--- src/rtl/fp_mul_iter.sv ---
// fp_mul_iter: IEEE-754 single-precision multiplier built on an iterative shift-add
// mantissa datapath (one multiplier bit per cycle). The result is normalised,
// rounded to nearest-even and packed. Latency is the same for every operand pair.
//
// Ports:
//   clk        clock
//   rst        synchronous active-high reset; also aborts an operation in flight
//   start      one-cycle pulse: latch op_a/op_b and begin (restarts if busy)
//   done       1 = idle with res/flags valid, 0 = busy
//   op_a/op_b  IEEE-754 single operands, sampled only on the start cycle
//   overflow   result saturated to infinity
//   underflow  nonzero product flushed to zero
//   exception  an input was Inf or NaN
//   res        packed product
module fp_mul_iter #(
    parameter int DATA_W = 32,
    parameter int EXP_W  = 8,
    parameter int MAN_W  = 24
) (
    input  logic              clk,
    input  logic              rst,
    input  logic              start,
    input  logic [DATA_W-1:0] op_a,
    input  logic [DATA_W-1:0] op_b,
    output logic              done,
    output logic              overflow,
    output logic              underflow,
    output logic              exception,
    output logic [DATA_W-1:0] res
);

    typedef enum logic [1:0] {S_IDLE, S_MUL, S_NORM, S_PACK} state_t;

    state_t                    r_state;
    state_t                    w_next;
    logic [4:0]                r_cnt;
    logic [DATA_W-1:0]         r_a;
    logic [DATA_W-1:0]         r_b;
    logic [2*MAN_W-1:0]        r_acc;
    logic signed [9:0]         r_exp;
    logic [MAN_W-1:0]          r_m;
    logic                      r_g;
    logic                      r_s;
    logic                      r_done;
    logic                      r_ovf;
    logic                      r_unf;
    logic                      r_exc;
    logic [DATA_W-1:0]         r_res;

    // Nearest-even rounding; bit MAN_W of the result is the carry out of the mantissa.
    function automatic logic [MAN_W:0] f_round(input logic [MAN_W-1:0] m,
                                                input logic g, input logic s);
        logic up;
        up = g & (s | m[0]);
        return {1'b0, m} + {{MAN_W{1'b0}}, up};
    endfunction

    // Exponent saturation; returns {overflow, underflow, packed result}.
    function automatic logic [DATA_W+1:0] f_sat(input logic sign,
                                                 input logic signed [9:0] e,
                                                 input logic [MAN_W-2:0] frac);
        if (e >= 10'sd255)
            return {2'b10, sign, {EXP_W{1'b1}}, {(MAN_W-1){1'b0}}};
        else if (e <= 10'sd0)
            return {2'b01, sign, {(DATA_W-1){1'b0}}};
        else
            return {2'b00, sign, e[EXP_W-1:0], frac};
    endfunction

    logic [MAN_W-1:0]  w_ma;
    logic [MAN_W-1:0]  w_mb;
    logic [EXP_W-1:0]  w_ea;
    logic [EXP_W-1:0]  w_eb;
    logic              w_sign;
    logic              w_a_zero, w_b_zero, w_a_inf, w_b_inf, w_a_nan, w_b_nan;
    logic [MAN_W:0]    w_rnd;
    logic [MAN_W-1:0]  w_m_rnd;
    logic signed [9:0] w_exp_rnd;
    logic [DATA_W+1:0] w_sat;
    logic [DATA_W-1:0] w_res;
    logic [2:0]        w_flags;

    assign w_ma     = {1'b1, r_a[MAN_W-2:0]};
    assign w_mb     = {1'b1, r_b[MAN_W-2:0]};
    assign w_ea     = r_a[DATA_W-2 -: EXP_W];
    assign w_eb     = r_b[DATA_W-2 -: EXP_W];
    assign w_sign   = r_a[DATA_W-1] ^ r_b[DATA_W-1];
    assign w_a_zero = (w_ea == '0);
    assign w_b_zero = (w_eb == '0);
    assign w_a_inf  = (w_ea == '1) && (r_a[MAN_W-2:0] == '0);
    assign w_b_inf  = (w_eb == '1) && (r_b[MAN_W-2:0] == '0);
    assign w_a_nan  = (w_ea == '1) && (r_a[MAN_W-2:0] != '0);
    assign w_b_nan  = (w_eb == '1) && (r_b[MAN_W-2:0] != '0);

    assign w_rnd     = f_round(r_m, r_g, r_s);
    // A carry out means the mantissa wrapped from all-ones: renormalise to 1.0.
    assign w_m_rnd   = w_rnd[MAN_W] ? {1'b1, {(MAN_W-1){1'b0}}} : w_rnd[MAN_W-1:0];
    assign w_exp_rnd = r_exp + (w_rnd[MAN_W] ? 10'sd1 : 10'sd0);
    assign w_sat     = f_sat(w_sign, w_exp_rnd, w_m_rnd[MAN_W-2:0]);

    // Special operands override the arithmetic result; flags are {ovf, unf, exc}.
    always_comb begin
        w_res   = w_sat[DATA_W-1:0];
        w_flags = {w_sat[DATA_W+1], w_sat[DATA_W], 1'b0};
        if (w_a_nan || w_b_nan || (w_a_inf && w_b_zero) || (w_b_inf && w_a_zero)) begin
            w_res   = 32'h7FC0_0000;
            w_flags = 3'b001;
        end else if (w_a_inf || w_b_inf) begin
            w_res   = {w_sign, {EXP_W{1'b1}}, {(MAN_W-1){1'b0}}};
            w_flags = 3'b001;
        end else if (w_a_zero || w_b_zero) begin
            w_res   = {w_sign, {(DATA_W-1){1'b0}}};
            w_flags = 3'b000;
        end
    end

    always_ff @(posedge clk) begin
        if (rst) r_state <= S_IDLE;
        else     r_state <= w_next;
    end

    always_comb begin
        w_next = r_state;
        if (start) begin
            w_next = S_MUL;
        end else begin
            case (r_state)
                S_IDLE: w_next = S_IDLE;
                S_MUL:  if (r_cnt == 5'd23) w_next = S_NORM;
                S_NORM: w_next = S_PACK;
                S_PACK: w_next = S_IDLE;
                default: w_next = S_IDLE;
            endcase
        end
    end

    always_ff @(posedge clk) begin
        if (rst) begin
            r_cnt  <= '0;
            r_done <= 1'b1;
            r_res  <= '0;
            r_ovf  <= 1'b0;
            r_unf  <= 1'b0;
            r_exc  <= 1'b0;
        end else if (start) begin
            // Latch operands and biased exponent sum; any operation in flight is dropped.
            r_a    <= op_a;
            r_b    <= op_b;
            r_acc  <= '0;
            r_cnt  <= '0;
            r_exp  <= $signed({2'b00, op_a[DATA_W-2 -: EXP_W]})
                    + $signed({2'b00, op_b[DATA_W-2 -: EXP_W]}) - 10'sd127;
            r_done <= 1'b0;
            r_ovf  <= 1'b0;
            r_unf  <= 1'b0;
            r_exc  <= 1'b0;
        end else begin
            case (r_state)
                // Shift-add: one multiplier bit per cycle.
                S_MUL: begin
                    if (w_mb[r_cnt])
                        r_acc <= r_acc + ({{MAN_W{1'b0}}, w_ma} << r_cnt);
                    r_cnt <= (r_cnt == 5'd23) ? 5'd0 : r_cnt + 5'd1;
                end
                // Normalise: product of two [1,2) values lies in [1,4).
                S_NORM: begin
                    if (r_acc[2*MAN_W-1]) begin
                        r_m   <= r_acc[47:24];
                        r_g   <= r_acc[23];
                        r_s   <= |r_acc[22:0];
                        r_exp <= r_exp + 10'sd1;
                    end else begin
                        r_m   <= r_acc[46:23];
                        r_g   <= r_acc[22];
                        r_s   <= |r_acc[21:0];
                    end
                end
                // Round, saturate and pack.
                S_PACK: begin
                    r_res  <= w_res;
                    r_ovf  <= w_flags[2];
                    r_unf  <= w_flags[1];
                    r_exc  <= w_flags[0];
                    r_done <= 1'b1;
                end
                default: ;
            endcase
        end
    end

    assign done      = r_done;
    assign res       = r_res;
    assign overflow  = r_ovf;
    assign underflow = r_unf;
    assign exception = r_exc;

endmodule

--- config.mk ---
export PLATFORM = sky130hd
export DESIGN_NAME = fp_mul_iter
export DESIGN_NICKNAME = d
export VERILOG_FILES = /design/src/rtl/fp_mul_iter.sv
export SDC_FILE = /design/constraint.sdc
export NUM_CORES = 1
export LEC_CHECK = 0
export CORE_ASPECT_RATIO = 1.1
export CORE_MARGIN = 2
export CORE_UTILIZATION = 49
export DETAILED_ROUTE_END_ITERATION = 7
export PLACE_DENSITY_LB_ADDON = 0.1
export REMOVE_ABC_BUFFERS = 1
export SETUP_SLACK_MARGIN = 0.5
export SLEW_MARGIN = 15
export SYNTH_ARGS = -nofsm -noshare
export SYNTH_HDL_FRONTEND = slang
export SYNTH_SLANG_ARGS = --single-unit
--- constraint.sdc ---
create_clock -name clk -period 8.5 [get_ports clk]
set_input_delay 1.7 -clock clk [delete_from_list [all_inputs] [get_ports clk]]
set_output_delay 1.7 -clock clk [all_outputs]
set_load 0.02 [all_outputs]
Yosys cells after proc, flatten, opt, wreduce, memory -nomap -nowiden:

Cells that the tools add are included.
Widths: inputs -> output; s select.

* bits in registers: 191
* input bits: 67
* output and inout port bits: 36
* logic and storage cells: 98

* add/sub/neg operators: 7
* order comparisons: 3
* equality and inequality tests: 8
* shift operators: 1
* multiplexer cells: 26
* bitwise operators: 5
* reductions and logical operators: 32

Operator list (number)
* $mux 32: 3
* $mux 48: 2
* $add 48x48->48: 1
* $shl 24x5->48: 1
* $logic_not 23->1: 2
* $mux 23: 2
* $reduce_bool 23->1: 2
* $mux 34: 1
* $mux 33: 1
* $mux 10: 3
* $add 24x1->25: 1
* $reduce_or 23->1: 1
* $reduce_or 22->1: 1
* $eq 8x8->1 const B: 2
* $logic_not 8->1: 2
* $add 10x2->10: 1
* $add 10x2->10 const B: 1
* $ge 10x9->1 const B: 1
* $le 10x1->1 const B: 1
* $reduce_bool 2->1: 5
* $sub 9x7->10 const B: 1
* $add 8x8->9: 1
* $mux 3: 3
* $reduce_and 3->1: 3
* other kinds (21): 40

Longest topological paths before layout:

* depth in word-level cells: 11
* depth in mapped cells: 20
* depth with buffers taken out: 19

Least setup slack after synthesis:

No wires, ideal clock.

* path kind: input -> register
* start point: in rst
* end point: reg r_a[0], enable pin
* data arrival time: 4.764 ns
* data required time: 8.013 ns
* slack: 3.249 ns
* cell stages on the path: 3
* cells stage by stage: clkbuf_1 > clkbuf_1 > nor2_1

* word-level cells in the longest chain between the ends: 2

Ends and longest elaborated chain
* from (decl): RTL line 21 `input logic rst,`
* $not 1->1 (no line)
* $reduce_and 2->1 (no line)
* to (signal assigned): RTL line 147 `r_a <= op_a;`
* to (decl): RTL line 37 `logic [DATA_W-1:0] r_a;`

Every way passes these cells.
A chain may end at the register's enable or synchronous reset.

Worst setup path after layout:

* start point: reg r_cnt[1]
* end point: reg r_acc[47] (data pin)

* word-level cells in the longest chain between the ends: 4

Ends and longest elaborated chain
* from (decl): RTL line 36 `logic [4:0] r_cnt;`
* from (signal assigned): RTL line 163 `r_cnt <= (r_cnt == 5'd23) ? 5'd0 : r_cnt + 5'd1;`
* $shl 24x5->48: RTL line 162 `r_acc <= r_acc + ({{MAN_W{1'b0}}, w_ma} << r_cnt);`
* $add 48x48->48: RTL line 162
* $mux 48: RTL line 161 `if (w_mb[r_cnt])`
* $mux 48: RTL line 158 `case (r_state)`
* to (signal assigned): RTL line 162
* to (decl): RTL line 39 `logic [2*MAN_W-1:0] r_acc;`

Every way passes these cells. The select of a mux whose other input is x is not followed.

==> impl_metrics.yaml <==
status:
  outcome: "finished, final reports clean"
cells_and_area:
  fin_nets: 1460
  fin_cells: 1647
  area_delta_synth_final_pct: 14.9
  diodes: 0
  drive_gt1_share_pct: 10.8
  fillers: 2256
floorplan:
  initial_utilization_pct: 49.4
  die_w_um: 156
  row_count: 61
  die_h_um: 171
  io_pins: 103
  coreArea_um2: 25100
  dieArea_um2: 26600
clocking:
  numCtsBuffers: 17
  cts_resized: 0
  postCtsSetupBuffers: 0
  cts_tree: "built"
  h-tree-depth: 4
  numClockSinks: 191
  ctsRootBufferMaster: "clkbuf_16"
  clk_pin_slew_ps: 70
  cts_buffer_depth: 2
  cts_hold_buf: 0
  insertion_delay_ps: 450
grt:
  grt_pass1_vias: 9032
  grt_usage_pct: 22.2
  overflow: 0
  grt_pass1_wl_mm: 46.6
  grt_max_degree: 69
  grt_antenna_before_repair: 0
drt:
  via_per_inst: 5.72
  wl_mm: 28.6
  vias: 9413
  post-route-drc-count: 0
  drt_pass1_iterations: 5
  ant_nets: 0
  drtIter0Drc: 649
  wl_per_cell_um: 17.4
timing:
  maxSlewHeadroom_pct: 37.8
  fin_skew_ps: 15.1
  rsz0062_at_grt: "false"
  fin_crit_sh_pct: 59.7
  min_period_ps: 5080
  worstMarginPinSlew_ps: 931
  max_freq_mhz: 197
  slew_violations: 0
  finalSetupTns_ps: 0
  setup_violations: 0
  hold_violations: 0
worst_setup_path:
  r2r_start: "r_cnt[1]"
  cp-endpoint: "r_acc[47]"
  cp.arrival_ps: 5270
  r2r_setup_slack_ps: 3420
  crit_start: "r_cnt[1]"
  start_kind: "flip-flop"
  endpoint_kind: "flip-flop"
  reg2reg_depth: 17
  required_ps: 8700
  critical_path_peak_fanout: 34
  rr_endpoint: "r_acc[47]"
  critPathKind: "reg2reg"
logic_synthesis:
  synth_cells: 1247
  ys_seq_area_share_pct: 42.8
  synth_top_area_share_pct: 35.9
  synth.largest_area_cell: "edfxtp_1"
  yosysWarnings: 0
  syn_avg_cell_area_um2: 9.94
  synth_edf_count: 148
  synth.distinct_cells: 71
  syn_area_um2: 12400
  synth.area.top_cells: "edfxtp_1, ha_1, dfxtp_1"
  ys_seq_elements: 191
  synthArstFlopShare_pct: 0
  synth_ff_type: "edfxtp_1"
pwr:
  p_leak_nw: 5.13
  peakVddDrop_mv: 0.112
  power_density_nw_per_um2: 169
run:
  cap_violations: 0
min_path:
  hold_class: "reg2reg"
placement:
  dp_cells: 1615
  dp.final_hpwl_mm: 21.8
  place_congestion: 0.927
  portBuffers: 102
[synth_stat cells, drive strengths merged (8+ instances only)]
| master | n |
|---|---|
| a211oi | 18 |
| a21o | 22 |
| a21oi | 88 |
| a31oi | 9 |
| and2 | 8 |
| and3 | 17 |
| buf | 14 |
| clkbuf | 46 |
| dfxtp | 43 |
| edfxtp | 148 |
| ha | 72 |
| inv | 32 |
| mux2 | 40 |
| mux2i | 25 |
| mux4 | 20 |
| nand2 | 131 |
| nand3 | 30 |
| nand4 | 19 |
| nor2 | 146 |
| nor2b | 15 |
| nor3 | 24 |
| nor4 | 20 |
| o21ai | 80 |
| o21bai | 12 |
| o22ai | 17 |
| xnor2 | 49 |
| xor2 | 38 |
[kinds of logic after synthesis]
family | share of synthesized area, %
simple gates | 16.3
mux | 9.29
compound gates | 14.5
flops | 42.8
buf+inv | 3.29
xor+xnor | 6.15
fa+ha+maj | 7.59
[placed cells by master, fill, tap and decap left out, types with 7 or more instances in the layout]
cell             netlist  layout
mux2_2                40      40
inv_1                 32      32
buf_4                  0      11
a21oi_1               87      87
xor2_1                38      38
clkdlybuf4s50_1        0     101
nor3_1                23      23
a21o_1                22      22
a31oi_1                9       9
nand2b_1               7       7
nor2b_1               15      15
o21ai_2               20      20
clkbuf_16              0      17
nand4_1               19      19
nor2_1               146     143
and2_1                 8       8
o22ai_1               17      17
mux2i_1               25      25
o21bai_1              12      12
and3_1                14      14
mux4_2                20      20
nand2_1              131     131
nor4_1                20      20
nand3_1               30      30
xnor2_1               49      49
o21ai_0               57      57
dfxtp_1               43      43
ha_1                  72      72
edfxtp_1             148     148
a211oi_1              18      18
[worst max-delay path: stages (launching register included)]
cell      delay [ps]
dfxtp_1          310
buf_4            360
mux2_2           400
o21ai_0          430
nor2_1            70
a21oi_1          300
mux2_2           240
nor2_1            40
ha_1             420
o21ai_0          120
o21bai_1         220
o21ai_0          140
a211oi_1         370
a31oi_1          250
o21bai_1         450
nand4_1          170
a21oi_1          170
mux2_2           340
[per-layer routing]
metal / vias to the layer above / part of all wire, % / global-route usage (%)
li1: 4738 / - / -
met1: 4398 / 47 / 30.0
met2: 238 / 47 / 37.2
met3: 39 / 4.2 / 3.34
met4: 0 / 1.8 / 6.22
met5: - / 0 / 0
[layout make-up]
type                            count  area, um^2  share of cell area (%)
Clock buffer                       19         433                    3.04
Clock inverter                     13         180                    1.27
Tap cell                          315         394                    2.77
Inverter                           33         124                   0.870
Multi-Input combinational cell    963        6710                    47.1
Sequential cell                   191        5310                    37.3
Timing Repair Buffer              113        1100                    7.71
[registers in the layout, indices dropped and copies added, names as in the netlist, 2 cells and up]
| register | count |
|---|---|
| r_b | 32 |
| r_exp | 10 |
| r_cnt | 5 |
| r_a | 32 |
| res | 32 |
| r_state | 2 |
| r_m | 24 |
| r_acc | 48 |
[power by group]
group / internal (mW) / switching, mW / total, mW
registers: 1.07 / 0.0416 / 1.11
logic: 0.194 / 0.244 / 0.439
clock network: 0.471 / 0.379 / 0.850
[how the worst min path moves through the flow]
stage | start | to | slack (ps) | depth (start not counted)
final | res[14] | res[14] | 450 | 2
after CTS | res[15] | res[15] | 460 | 2
after global placement | res[12] | res[12] | 440 | 2
after floorplan | r_state[1] | r_state[1] | 510 | 2
after detailed placement | res[15] | res[15] | 440 | 2
after global routing | res[11] | res[11] | 470 | 2
[metrics by stage]
stage	setup WS, ps	cell area (um^2)	power (mW)	hold slack [ps]	utilization (%)
4_1_cts	3510	14200	2.42	456	56.7
5_1_grt	3030	14200	2.51	473	56.7
6_report	3420	14200	2.40	451	56.7
2_1_floorplan	3490	12100	1.43	510	-
3_3_place_gp	3580	13600	1.57	436	54.2
3_5_place_dp	3540	13600	1.57	440	54.2
Note: power is estimated with default switching activity, not from simulation.
